<file path="config.mk">
export PLATFORM = sky130hd
export DESIGN_NAME = pdm_speaker_tx
export DESIGN_NICKNAME = d
export VERILOG_FILES = /design/src/rtl/audio_pkg.sv /design/src/rtl/sync_fifo.sv /design/src/rtl/pdm_speaker_tx.sv
export SDC_FILE = /design/constraint.sdc
export NUM_CORES = 1
export LEC_CHECK = 0
export CAP_MARGIN = 20
export CORE_UTILIZATION = 54
export DETAILED_ROUTE_END_ITERATION = 8
export PLACE_DENSITY = 0.88
export SYNTH_ARGS = -nofsm -noshare
export SYNTH_HDL_FRONTEND = slang
export SYNTH_SLANG_ARGS = --single-unit
</file>
<file path="constraint.sdc">
create_clock -name clk -period 2.8 [get_ports clk]
set_input_delay 0.56 -clock clk [delete_from_list [all_inputs] [get_ports clk]]
set_output_delay 0.56 -clock clk [all_outputs]
set_load 0.03 [all_outputs]
</file>
<file path="src/rtl/audio_pkg.sv">
// Shared audio-path definitions: sample width, offset-binary midscale, speaker FSM encoding.
package audio_pkg;

  localparam int SAMPLE_W_DEFAULT = 16;

  localparam logic [SAMPLE_W_DEFAULT-1:0] MIDSCALE = SAMPLE_W_DEFAULT'(1) << (SAMPLE_W_DEFAULT - 1);

  typedef enum logic [1:0] {
    ST_OFF     = 2'd0,
    ST_STARTUP = 2'd1,
    ST_RUN     = 2'd2
  } spk_state_t;

  // Two's complement to offset binary: most negative maps to 0, most positive to all ones.
  function automatic logic [SAMPLE_W_DEFAULT-1:0] pcm_to_offset(
    input logic [SAMPLE_W_DEFAULT-1:0] s
  );
    return {~s[SAMPLE_W_DEFAULT-1], s[SAMPLE_W_DEFAULT-2:0]};
  endfunction

endpackage

</file>
<file path="src/rtl/sync_fifo.sv">
// Small synchronous FIFO with flush; head word is read straight from the storage registers.
// A word pushed in one cycle becomes visible at the head from the next cycle on.
module sync_fifo #(
  parameter int WIDTH = 16,
  parameter int DEPTH = 4
) (
  input  logic                     clk,
  input  logic                     reset,
  input  logic                     i_push,
  input  logic                     i_pop,
  input  logic                     i_flush,
  input  logic [WIDTH-1:0]         i_din,
  output logic                     o_full,
  output logic                     o_empty,
  output logic [$clog2(DEPTH):0]   o_level,
  output logic [WIDTH-1:0]         o_dout
);

  localparam int AW = $clog2(DEPTH);

  logic [WIDTH-1:0] r_mem [DEPTH];
  logic [AW-1:0]    r_wr_ptr;
  logic [AW-1:0]    r_rd_ptr;
  logic [AW:0]      r_level;
  logic             w_push;
  logic             w_pop;

  assign o_full  = (r_level == (AW+1)'(DEPTH));
  assign o_empty = (r_level == '0);
  assign o_level = r_level;
  assign o_dout  = r_mem[r_rd_ptr];

  assign w_push = i_push && !o_full && !i_flush;
  assign w_pop  = i_pop && !o_empty && !i_flush;

  always_ff @(posedge clk or posedge reset) begin
    if (reset) begin
      r_wr_ptr <= '0;
      r_rd_ptr <= '0;
      r_level  <= '0;
    end else if (i_flush) begin
      r_wr_ptr <= '0;
      r_rd_ptr <= '0;
      r_level  <= '0;
    end else begin
      if (w_push) r_wr_ptr <= r_wr_ptr + 1'b1;
      if (w_pop)  r_rd_ptr <= r_rd_ptr + 1'b1;
      r_level <= r_level + (AW+1)'(w_push) - (AW+1)'(w_pop);
    end
  end

  always_ff @(posedge clk) begin
    if (w_push) r_mem[r_wr_ptr] <= i_din;
  end

endmodule

</file>
<file path="src/rtl/pdm_speaker_tx.sv">
// PCM stream to 1-bit PDM for the mono amplifier: FIFO buffer, first-order sigma-delta on bit_tick,
// amplifier startup delay before samples are played. Dropping enable_spk shuts down and flushes.
module pdm_speaker_tx
  import audio_pkg::*;
#(
  parameter int SAMPLE_W      = SAMPLE_W_DEFAULT,
  parameter int FIFO_DEPTH    = 4,
  parameter int STARTUP_TICKS = 64
) (
  input  logic                          clk,
  input  logic                          reset,
  input  logic                          enable_spk,
  input  logic                          bit_tick,
  input  logic                          sample_tick,
  input  logic [SAMPLE_W-1:0]           s_data,
  input  logic                          s_valid,
  output logic                          s_ready,
  output logic                          AUD_PWM,
  output logic                          AUD_SD,
  output logic                          underrun,
  output logic [$clog2(FIFO_DEPTH):0]   fifo_level
);

  localparam int CW = $clog2(STARTUP_TICKS + 1);

  spk_state_t          r_state;
  spk_state_t          w_state_nxt;
  logic [CW-1:0]       r_cnt;
  logic [SAMPLE_W-1:0] r_acc;
  logic [SAMPLE_W-1:0] r_cur;
  logic                r_pwm;
  logic                r_sd;
  logic                r_underrun;

  logic                w_full;
  logic                w_empty;
  logic [SAMPLE_W-1:0] w_head;
  logic                w_push;
  logic                w_pop;
  logic                w_flush;
  logic                w_startup_done;
  logic [SAMPLE_W:0]   w_sum;

  assign s_ready  = (r_state != ST_OFF) && !w_full;
  assign w_push   = s_valid && s_ready && enable_spk;
  assign w_pop    = enable_spk && (r_state == ST_RUN) && sample_tick && !w_empty;
  assign w_flush  = !enable_spk || (r_state == ST_OFF);

  assign w_startup_done = (r_state == ST_STARTUP) && bit_tick &&
                          (r_cnt == CW'(STARTUP_TICKS - 1));

  // The carry out of the accumulator is the PDM bit.
  assign w_sum = {1'b0, r_acc} + {1'b0, r_cur};

  sync_fifo #(
    .WIDTH (SAMPLE_W),
    .DEPTH (FIFO_DEPTH)
  ) u_fifo (
    .clk     (clk),
    .reset   (reset),
    .i_push  (w_push),
    .i_pop   (w_pop),
    .i_flush (w_flush),
    .i_din   (s_data),
    .o_full  (w_full),
    .o_empty (w_empty),
    .o_level (fifo_level),
    .o_dout  (w_head)
  );

  always_ff @(posedge clk or posedge reset) begin
    if (reset) r_state <= ST_OFF;
    else       r_state <= w_state_nxt;
  end

  always_comb begin
    w_state_nxt = r_state;
    if (!enable_spk) begin
      w_state_nxt = ST_OFF;
    end else begin
      case (r_state)
        ST_OFF:     w_state_nxt = ST_STARTUP;
        ST_STARTUP: if (w_startup_done) w_state_nxt = ST_RUN;
        ST_RUN:     w_state_nxt = ST_RUN;
        default:    w_state_nxt = ST_OFF;
      endcase
    end
  end

  always_ff @(posedge clk or posedge reset) begin
    if (reset) begin
      r_sd       <= 1'b0;
      r_pwm      <= 1'b0;
      r_underrun <= 1'b0;
      r_acc      <= '0;
      r_cur      <= SAMPLE_W'(MIDSCALE);
      r_cnt      <= '0;
    end else if (!enable_spk) begin
      // Underrun deliberately survives shutdown so software can read it afterwards.
      r_sd  <= 1'b0;
      r_pwm <= 1'b0;
      r_acc <= '0;
      r_cur <= SAMPLE_W'(MIDSCALE);
      r_cnt <= '0;
    end else if (r_state == ST_OFF) begin
      r_sd       <= 1'b1;
      r_cnt      <= '0;
      r_underrun <= 1'b0;
    end else begin
      if ((r_state == ST_STARTUP) && bit_tick) r_cnt <= r_cnt + 1'b1;
      if ((r_state == ST_RUN) && sample_tick) begin
        if (!w_empty) begin
          r_cur <= SAMPLE_W'(pcm_to_offset(SAMPLE_W_DEFAULT'(w_head)));
        end else begin
          r_cur      <= SAMPLE_W'(MIDSCALE);
          r_underrun <= 1'b1;
        end
      end
      if (bit_tick) begin
        r_acc <= w_sum[SAMPLE_W-1:0];
        r_pwm <= w_sum[SAMPLE_W];
      end
    end
  end

  assign AUD_PWM  = r_pwm;
  assign AUD_SD   = r_sd;
  assign underrun = r_underrun;

endmodule
</file>
### Yosys cells after proc, flatten, opt, wreduce, memory -nomap -nowiden

Memory sizes are Yosys's and may differ from the RTL's.
Cells that the tools add are included.

| storage, ports and cells | value |
|---|---|
| bits of input ports | 22 |
| output and inout bits | 7 |
| memories kept | 1 |
| register bits | 51 |
| memory bits (writable) | 64 |

Memory list:

| memory | depth | bits a word | read ports | clocked after Yosys merged registers in | write ports | RTL line | text |
|---|---|---|---|---|---|---|---|
| u_fifo.r_mem | 4 | 16 | 1 | 0 | 1 | sync_fifo.sv:21 | `logic [WIDTH-1:0] r_mem [DEPTH];` |

| cells by class | value |
|---|---|
| equality and inequality tests | 10 |
| muxes and demuxes | 28 |
| reduce and logical (&&, ||, !) cells | 28 |
| $add $sub $neg | 6 |
| bitwise gates (word level) | 1 |

Operators by type and width:

| operator | number |
|---|---|
| $mux 16 | 7 |
| $mux 7 | 3 |
| $add 16x16->17 | 1 |
| $logic_and 1x1->1 | 13 |
| $mux 2 | 6 |
| $mux 1 | 10 |
| $reduce_bool 2->1 | 5 |
| $add 7x1->7 const B | 1 |
| $eq 7x6->1 const B | 1 |
| $ne 2x1->1 const B | 3 |
| $pmux 2 s3 | 1 |
| $add 2x1->2 const B | 2 |
| $logic_not 1->1 | 4 |
| $reduce_and 2->1 | 2 |
| $add 3x1->3 | 1 |
| $eq 3x3->1 const B | 1 |
| $logic_not 3->1 | 1 |
| $mux 3 | 1 |
| $ne 3x1->1 const B | 1 |
| $ne 3x3->1 const B | 1 |
| $reduce_and 3->1 | 1 |
| $sub 3x1->3 | 1 |
| $eq 2x1->1 const B | 1 |
| $eq 2x2->1 const B | 1 |
| other kinds (4) | 4 |

### Depth between registers and ports, before layout

Gate-level depths: netlist of the first run.

| logic depth | value |
|---|---|
| word-level depth | 10 |
| gate-level depth with buffers | 13 |
| gate-level depth less buffers | 12 |

### Hierarchy

From an unflattened synthesis of the first run, not the netlist that was laid out.

| unflattened totals | value |
|---|---|
| cells, all modules | 404 |
| area, all modules | 5451.5 um^2 |

By module, submodules not included:

| module | cells an instance | area an instance (um^2) | instances |
|---|---|---|---|
| sync_fifo | 132 | 2825.2 | 1 |
| pdm_speaker_tx | 272 | 2626.3 | 1 |

### Worst setup path after synthesis of the first run

No wires, ideal clock.

| timing path | value |
|---|---|
| path kind | input to register |
| from | in enable_spk |
| to | reg u_fifo.r_level[2] (netlist: u_fifo.o_level[2]) |
| arrival time | 2.524 ns |
| cell stages on the path | 12 |
| slack | 0.144 ns |
| required time | 2.668 ns |
| cell sequence | buf_2 nand3_1 nor3_2 buf_2 ha_1 inv_1 ha_1 inv_1 fa_1 xor2_1 xnor2_1 nor2_1 |

| between the ends | value |
|---|---|
| cells in the longest elaborated chain, start to end | 7 |
| elaborated cells between the ends (all ways) | 14 |
| classes of those cells | add/sub (2); mux (1); reduce/logical (11) |

Ends and longest elaborated chain:

| element | RTL line | text |
|---|---|---|
| start: declaration | pdm_speaker_tx.sv:12 | `input logic enable_spk,` |
| $logic_not 1->1 / $logic_and 1x1->1 (equally long branches) | n/a |  |
| $logic_or 1x1->1 / $logic_and 1x1->1 (equally long branches) | pdm_speaker_tx.sv:47, pdm_speaker_tx.sv:46 |  |
| $logic_not 1->1 / $logic_and 1x1->1 (equally long branches) | sync_fifo.sv:33, sync_fifo.sv:34, pdm_speaker_tx.sv:46 |  |
| $logic_and 1x1->1, on equally long branches | sync_fifo.sv:33, sync_fifo.sv:34 |  |
| $add 3x1->3 / $logic_and 1x1->1 (equally long branches) | sync_fifo.sv:48, sync_fifo.sv:34 |  |
| $sub 3x1->3 | sync_fifo.sv:48 | `r_level <= r_level + (AW+1)'(w_push) - (AW+1)'(w_pop);` |
| $mux 3 (*) | sync_fifo.sv:41 | `end else if (i_flush) begin` |
| end signal: assignment | sync_fifo.sv:48 |  |
| end: declaration | sync_fifo.sv:24 | `logic [AW:0] r_level;` |

Mark *: on every way between the ends. The rest lies on a longest branch, timed or not.
A chain may end at the register's enable or synchronous reset.

### Worst setup path after layout of the first run

| timing path | value |
|---|---|
| from | reg r_state[0] |
| to | out s_ready |

| between the ends | value |
|---|---|
| cells in the longest elaborated chain, start to end | 2 |

Ends and longest elaborated chain:

| element | RTL line | text |
|---|---|---|
| start: declaration | pdm_speaker_tx.sv:26 | `spk_state_t r_state;` |
| start signal: assignment | pdm_speaker_tx.sv:73 | `else r_state <= w_state_nxt;` |
| $reduce_bool 2->1 | pdm_speaker_tx.sv:44 | `assign s_ready = (r_state != ST_OFF) && !w_full;` |
| $logic_and 1x1->1 | pdm_speaker_tx.sv:44 |  |
| end: declaration | pdm_speaker_tx.sv:17 | `output logic s_ready,` |

No other way between the ends.

==> results of run 1 <==
-- per-layer routing --
metal  vias to the layer above  GRT usage [%]  part of all wire, %
li1                       1552              -                    -
met1                      1742           27.7                   39
met2                       125           41.5                   53
met3                        30           7.42                  5.2
met4                         0           11.4                  2.8
met5                         -              0                    0
-- power breakdown --
part	switching, W	leakage (nW)	internal (W)
sequential	0.0000421	1.28	0.00187
combinational	0.000320	0.896	0.000191
clock	0.000838	0.282	0.00129
-- area by class of cell --
class                   instances  share of cell area [%]
clock inverters                15                    2.69
clock buffers                  17                    6.55
inverters                      17                    1.01
multi-input cells             244                    30.9
repair buffers                 38                    5.62
well taps                     129                    2.55
flip-flops and latches        115                    50.6
-- registers in the layout, indices dropped and copies added, names as in the netlist --
name / count
AUD_PWM: 1
AUD_SD: 1
r_acc: 16
r_cnt: 7
r_cur: 16
r_state: 2
u_fifo.o_level: 3
u_fifo.r_mem: 64
u_fifo.r_rd_ptr: 2
u_fifo.r_wr_ptr: 2
underrun: 1
-- per-stage QoR --
step           setup slack, ns  total power [W]  utilization [%]
2_1_floorplan            0.144          0.00226                -
3_3_place_gp             0.158          0.00241             61.1
3_5_place_dp            0.0828          0.00243             61.1
4_1_cts                  0.112          0.00458             67.4
5_1_grt                 0.0197          0.00472             67.4
6_report                 0.112          0.00455             67.4
-- synth_stat cells, types with 2 or more instances --
| master | count | area share [%] |
|---|---|---|
| dfrtp_1 | 50 | 24 |
| a41oi_1 | 2 | 0.33 |
| xnor2_1 | 10 | 1.7 |
| nand3_1 | 6 | 0.57 |
| fa_1 | 2 | 0.76 |
| o21bai_1 | 2 | 0.28 |
| xor2_1 | 8 | 1.3 |
| clkbuf_1 | 4 | 0.28 |
| edfxtp_1 | 64 | 36 |
| nand2_1 | 38 | 2.7 |
| buf_2 | 7 | 0.66 |
| nor2_1 | 17 | 1.2 |
| a22o_1 | 17 | 2.8 |
| o31ai_1 | 2 | 0.28 |
| o21ai_1 | 8 | 0.76 |
| nand4_1 | 5 | 0.59 |
| ha_1 | 27 | 6.4 |
| a21oi_2 | 2 | 0.33 |
| buf_1 | 2 | 0.14 |
| mux4_2 | 16 | 6.8 |
| and2_1 | 6 | 0.71 |
| o21a_1 | 5 | 0.71 |
| a21oi_1 | 23 | 2.2 |
| o211ai_1 | 6 | 0.85 |
| and3_1 | 2 | 0.24 |
| or3_1 | 4 | 0.47 |
| inv_1 | 17 | 1.2 |
| o21ai_0 | 15 | 1.4 |
-- layout by cell type (no fill, tap or decap), drive strengths merged, types with 2 or more instances in the layout --
cell type,count
a211o,2
a21oi,25
a22o,17
a41oi,2
and2,6
and3,2
buf,10
bufinv,2
clkbuf,17
clkdlybuf4s50,28
clkinv,4
clkinvlp,2
dfrtp,50
edfxtp,64
fa,2
ha,27
inv,24
mux4,16
nand2,39
nand3,6
nand4,5
nor2,18
nor3,2
o211a,2
o211ai,6
o21a,5
o21ai,23
o21bai,2
o31ai,2
or3,4
xnor2,10
xor2,8
-- cell families after synthesis --
family	after synthesis	share of synthesized area [%]
DFF	115	60.5
AOI/OAI and AO/OA	93	12.0
adders and majority gates	29	7.15
xor gates and xnor gates	18	2.98
and+or+nand+nor	88	8.08
muxes	16	6.82
buffers and inverters	31	2.44
-- critical path: stages, from the launching register on --
cell and delay [ns]:
dfrtp_1 0.38, inv_1 0.09, ha_1 0.30, a21oi_1 0.15
clkdlybuf4s50_1 0.69
-- worst min-delay path by stage --
stage                                     start                    end  cells after the start
after floorplan           r_cur[15]$_DFFE_PP1P_  r_cur[15]$_DFFE_PP1P_                      2
after global placement    r_cur[15]$_DFFE_PP1P_  r_cur[15]$_DFFE_PP1P_                      2
after detailed placement  r_cur[15]$_DFFE_PP1P_  r_cur[15]$_DFFE_PP1P_                      2
after CTS                 r_cur[15]$_DFFE_PP1P_  r_cur[15]$_DFFE_PP1P_                      2
after global routing       r_acc[9]$_DFFE_PP0P_   r_acc[9]$_DFFE_PP0P_                      2
final                      r_acc[9]$_DFFE_PP0P_   r_acc[9]$_DFFE_PP0P_                      2
==> flow_summary.ini, run 1 <==
[status]
result_of_the_run = completed

[timing]
worst_pin_slew_ns = 0.818
max_clock_freq_mhz = 372
report.final.slew_viol_count = 0
layout_worst_path_cycle_share_pct = 96.0
holdWs_ns = 0.492
final-hold-violation-count = 0
aggregate_negative_setup_slack_ns = 0
setup_viol = 0
grt_setup_unrepaired = no
layout_min_cycle_time_ns = 2.69
final.setup_skew_ns = 0.00632
worst_slew_margin_rel_pct = 45.5

[finish]
num_antenna_cells = 0
area_of_the_multi_input_gates_mm2 = 0.00196
finish.instance_area_mm2 = 0.00632
drive_above_1_share_pct = 15.5
num-nets-final = 484
final-seq-area_mm2 = 0.00320
area_delta_synth_final_pct = 19.6
fill_count = 637
fin_cells = 575

[grt]
grt_overflow_total = 0
globalRouteTotalUtil_pct = 24.1
grt_first_pass_wirelength_um = 17800
grt_pass1_vias = 3688
number_of_antenna_violations_at_the_first_check_in_global_routing = 0
grt_max_degree = 52

[worst_setup_path]
cp-startpoint = r_state[0]$_DFFE_PP0P_
r2r_setup_slack_ns = 0.38
cp_data_required_time_ns = 2.24
r2r.worst_path.cells = 12
regToRegEndpoint = u_fifo.o_level[2]$_DFF_PP0_
worstSetupEndpointType = primary output
worstSetupPathType = reg -> out
worst-endpoint-arrival_ns = 2.13
worst_r2r_startpoint = r_state[0]$_DFFE_PP0P_
worst-path-max-fanout = 7
crit_end = s_ready
timing.critical_path.from_type = flip-flop

[logic_synthesis]
postSynthCellCount = 390
postSynthAreaPerCell_um2 = 13.5
sequential_area_share_after_synthesis_pct = 60.5
synth_top_flop_cell = edfxtp_1
synth_area_mm2 = 0.00528
synth_cell_types = 51
post_synth_net_total = 441
postSynth.asyncResetShare_pct = 44.3
synth_seq_cells = 115
synth_enable_flop_cells = 64
yosysWarnings = 0

[floorplanning]
placementRows = 35
ioPinCount = 29
coreArea_mm2 = 0.00937
dieArea_mm2 = 0.0102
floorplan.die.width_um = 101
floorplan.initialDensity_pct = 56.4
floorplan.die.height_um = 101

[clock_network]
cts_repair_resize_count = 0
clock_path_buffers = 2
cts_hold_buffers = 0
cts-buffers-inserted = 17
cts_tree = built
cts_setup_buffers = 0
clkLatencyLatePin_ns = 0.52
ctsHtreeMaxLevel = 4
clkTransAtPathRegs_ns = 0.06
clock_sinks = 115
cts.root.buffer_cell = clkbuf_8

[flow_run]
max-cap-violations = 0

[route]
routedWlPerCell_um = 18.9
drtIter0Drc = 170
routed-via-count = 3449
drt_drc_violations_left = 0
postRouteAntennaNets = 0
firstDrtPassIters = 6
drt_wl_total_um = 10900
routed_via_density = 6.00

[place]
dpl-instance-area_mm2 = 0.00573
rd_place_congestion = 0.883
placed_cells = 542
place_hpwl_um = 6820
count_of_buffers_from_port_buffering = 28

[power_and_ir_drop]
power_leakage_nw = 2.46
power_density_mw_per_mm2 = 721
vdd_ir_max_mv = 0.536

[hold_path]
hp-class = reg -> reg
Power figures use the tool's default switching activity.
==> run 2: changes to the inputs <==
--- a/config.mk
+++ b/config.mk
@@ -6,6 +6,7 @@
 export NUM_CORES = 1
 export LEC_CHECK = 0
 export CAP_MARGIN = 20
+export CORE_ASPECT_RATIO = 1.25
 export CORE_UTILIZATION = 54
 export DETAILED_ROUTE_END_ITERATION = 8
 export PLACE_DENSITY = 0.88
==> run 2 against run 1 <==
- global-route usage fell by 0.43 points
- register-to-register slack gained 0.05 ns
- setup slack improved by 0.14 ns
- core utilization shrank 0.67 points
- total power increased by 4.6%
- hold slack got worse by 0.0019 ns
- non-clock buffer count stayed put
- sequential share of layout area fell by 0.50 points
==> flow_summary.ini, run 2 (synthesis results as in run 1) <==
[finish]
final-seq-area_mm2 = 0.00320
finish.instance_area_mm2 = 0.00638
layout.cells.most_common = edfxtp_1
area_delta_synth_final_pct = 20.8
num-nets-final = 484
num_antenna_cells = 0
fin_cells = 571
area_of_the_multi_input_gates_mm2 = 0.00196
final_core_utilization_pct = 66.8
fill_count = 610
most-common-layout-cells = edfxtp_1 (64), dfrtp_1 (50), nand2_1 (38)
largest_reg_flops = 64
largest_registers = u_fifo.r_mem: 64 flops, r_acc: 16 flops, r_cur: 16 flops
drive_above_1_share_pct = 15.1
max_flop_register = u_fifo.r_mem

[route]
routed_via_density = 5.92
drt_drc_violations_left = 0
drt_wl_total_um = 10800
drtIter0Drc = 233
postRouteAntennaNets = 0
routedWlPerCell_um = 19.0
routed-via-count = 3382
firstDrtPassIters = 5

[status]
result_of_the_run = completed

[worst_setup_path]
worstSetupEndpointType = primary output
worstSetupPathType = reg -> out
cp_data_required_time_ns = 2.24
timing.critical_path.from_type = flip-flop
worst_r2r_startpoint = r_state[0]$_DFFE_PP0P_
worst-path-max-fanout = 7
cp-startpoint = r_state[0]$_DFFE_PP0P_
worst-endpoint-arrival_ns = 1.98

[floorplanning]
floorplan.die.width_um = 90.5
dieArea_mm2 = 0.0102
floorplan.initialDensity_pct = 55.3
coreArea_mm2 = 0.00956
ioPinCount = 29
floorplan.die.height_um = 113
placementRows = 40

[place]
dpl-instance-area_mm2 = 0.00575
rd_place_congestion = 0.880
count_of_buffers_from_port_buffering = 28
place_hpwl_um = 6790
preCtsSetupSlack_ns = 0.0472
placed_cells = 540

[clock_network]
cts-buffers-inserted = 17
ctsHtreeMaxLevel = 4
clkTransAtPathRegs_ns = 0.05
clock_sinks = 115
clock_path_buffers = 2
cts_setup_buffers = 0
cts_repair_resize_count = 0
cts_tree = built
clkLatencyLatePin_ns = 0.41
cts_hold_buffers = 0
cts.root.buffer_cell = clkbuf_16

[timing]
final-hold-violation-count = 0
report.final.slew_viol_count = 0
worst_slew_margin_rel_pct = 47.8
layout_worst_path_cycle_share_pct = 90.8
max_clock_freq_mhz = 393
layout_min_cycle_time_ns = 2.54
worst_pin_slew_ns = 0.782
final.setup_skew_ns = 0.00854
aggregate_negative_setup_slack_ns = 0
postLayoutSetupSlackWorst_ns = 0.256
grt_setup_unrepaired = no
setup_viol = 0

[power_and_ir_drop]
power_leakage_nw = 2.49
vdd_ir_max_mv = 0.607
power_density_mw_per_mm2 = 746

[hold_path]
hp-class = in -> async

[grt]
globalRouteTotalUtil_pct = 23.7
grt_max_degree = 30
grt_pass1_vias = 3721
grt_first_pass_wirelength_um = 18100
grt_overflow_total = 0
number_of_antenna_violations_at_the_first_check_in_global_routing = 0

[flow_run]
max-cap-violations = 0
-- run 2: cell count changes in the layout (fill, tap and decap cells not counted), moves of 2 or more --
cell,previous run,this run
clkinv_4,3,0
clkinv_2,1,3
bufinv_16,2,5
buf_4,10,8
inv_6,6,2
-- run 2: critical path, cell delays in order (launching register included) --
cell and delay, ns:
dfrtp_1 0.37, inv_1 0.09, ha_1 0.29, a21oi_1 0.14, clkdlybuf4s50_1 0.68
-- run 2: layout make-up --
cell class | instances | area share (%)
timing repair buffer | 38 | 5.82
sequential | 115 | 50.1
inverter | 17 | 1.00
multi-input combinational | 244 | 30.6
clock inverter | 14 | 3.27
clock buffer | 17 | 6.67
tap | 126 | 2.47
-- run 2: path summary, 6_finish.rpt --
check	cells past startpoint	slack, ns	end
max	4	0.26	s_ready
min	2	0.49	r_cnt[0]$_DFFE_PP0P_
max reg2reg	12	0.43	u_fifo.o_level[2]$_DFF_PP0_
min reg2reg	2	0.49	AUD_PWM$_DFFE_PP0P_
max in group asynchronous	3	1.71	r_cur[15]$_DFFE_PP1P_
min in group clk	2	0.49	AUD_PWM$_DFFE_PP0P_
-- run 2: power by group --
| part | switching (W) | total [W] | internal [W] |
|---|---|---|---|
| registers | 0.0000420 | 0.00192 | 0.00187 |
| clock network | 0.000763 | 0.00233 | 0.00157 |
| logic | 0.000322 | 0.000518 | 0.000196 |
| total | 0.00113 | 0.00476 | 0.00364 |
-- run 2: through the flow --
| step | total power, W | hold slack, ns |
|---|---|---|
| final | 0.00476 | 0.490 |
| after global routing | 0.00491 | 0.513 |
| after detailed placement | 0.00245 | 0.481 |
| after floorplan | 0.00226 | 0.452 |
| after CTS | 0.00479 | 0.490 |
| after global placement | 0.00241 | 0.470 |
-- run 2: routing by layer --
metal	routed length, um	track usage (%)	part of all wire, %	vias to the layer above
li1	-	-	-	1545
met1	4120	26.1	38	1678
met2	5770	40.5	53	122
met3	579	6.84	5.3	37
met4	376	14.4	3.5	0
met5	0	0	0	-
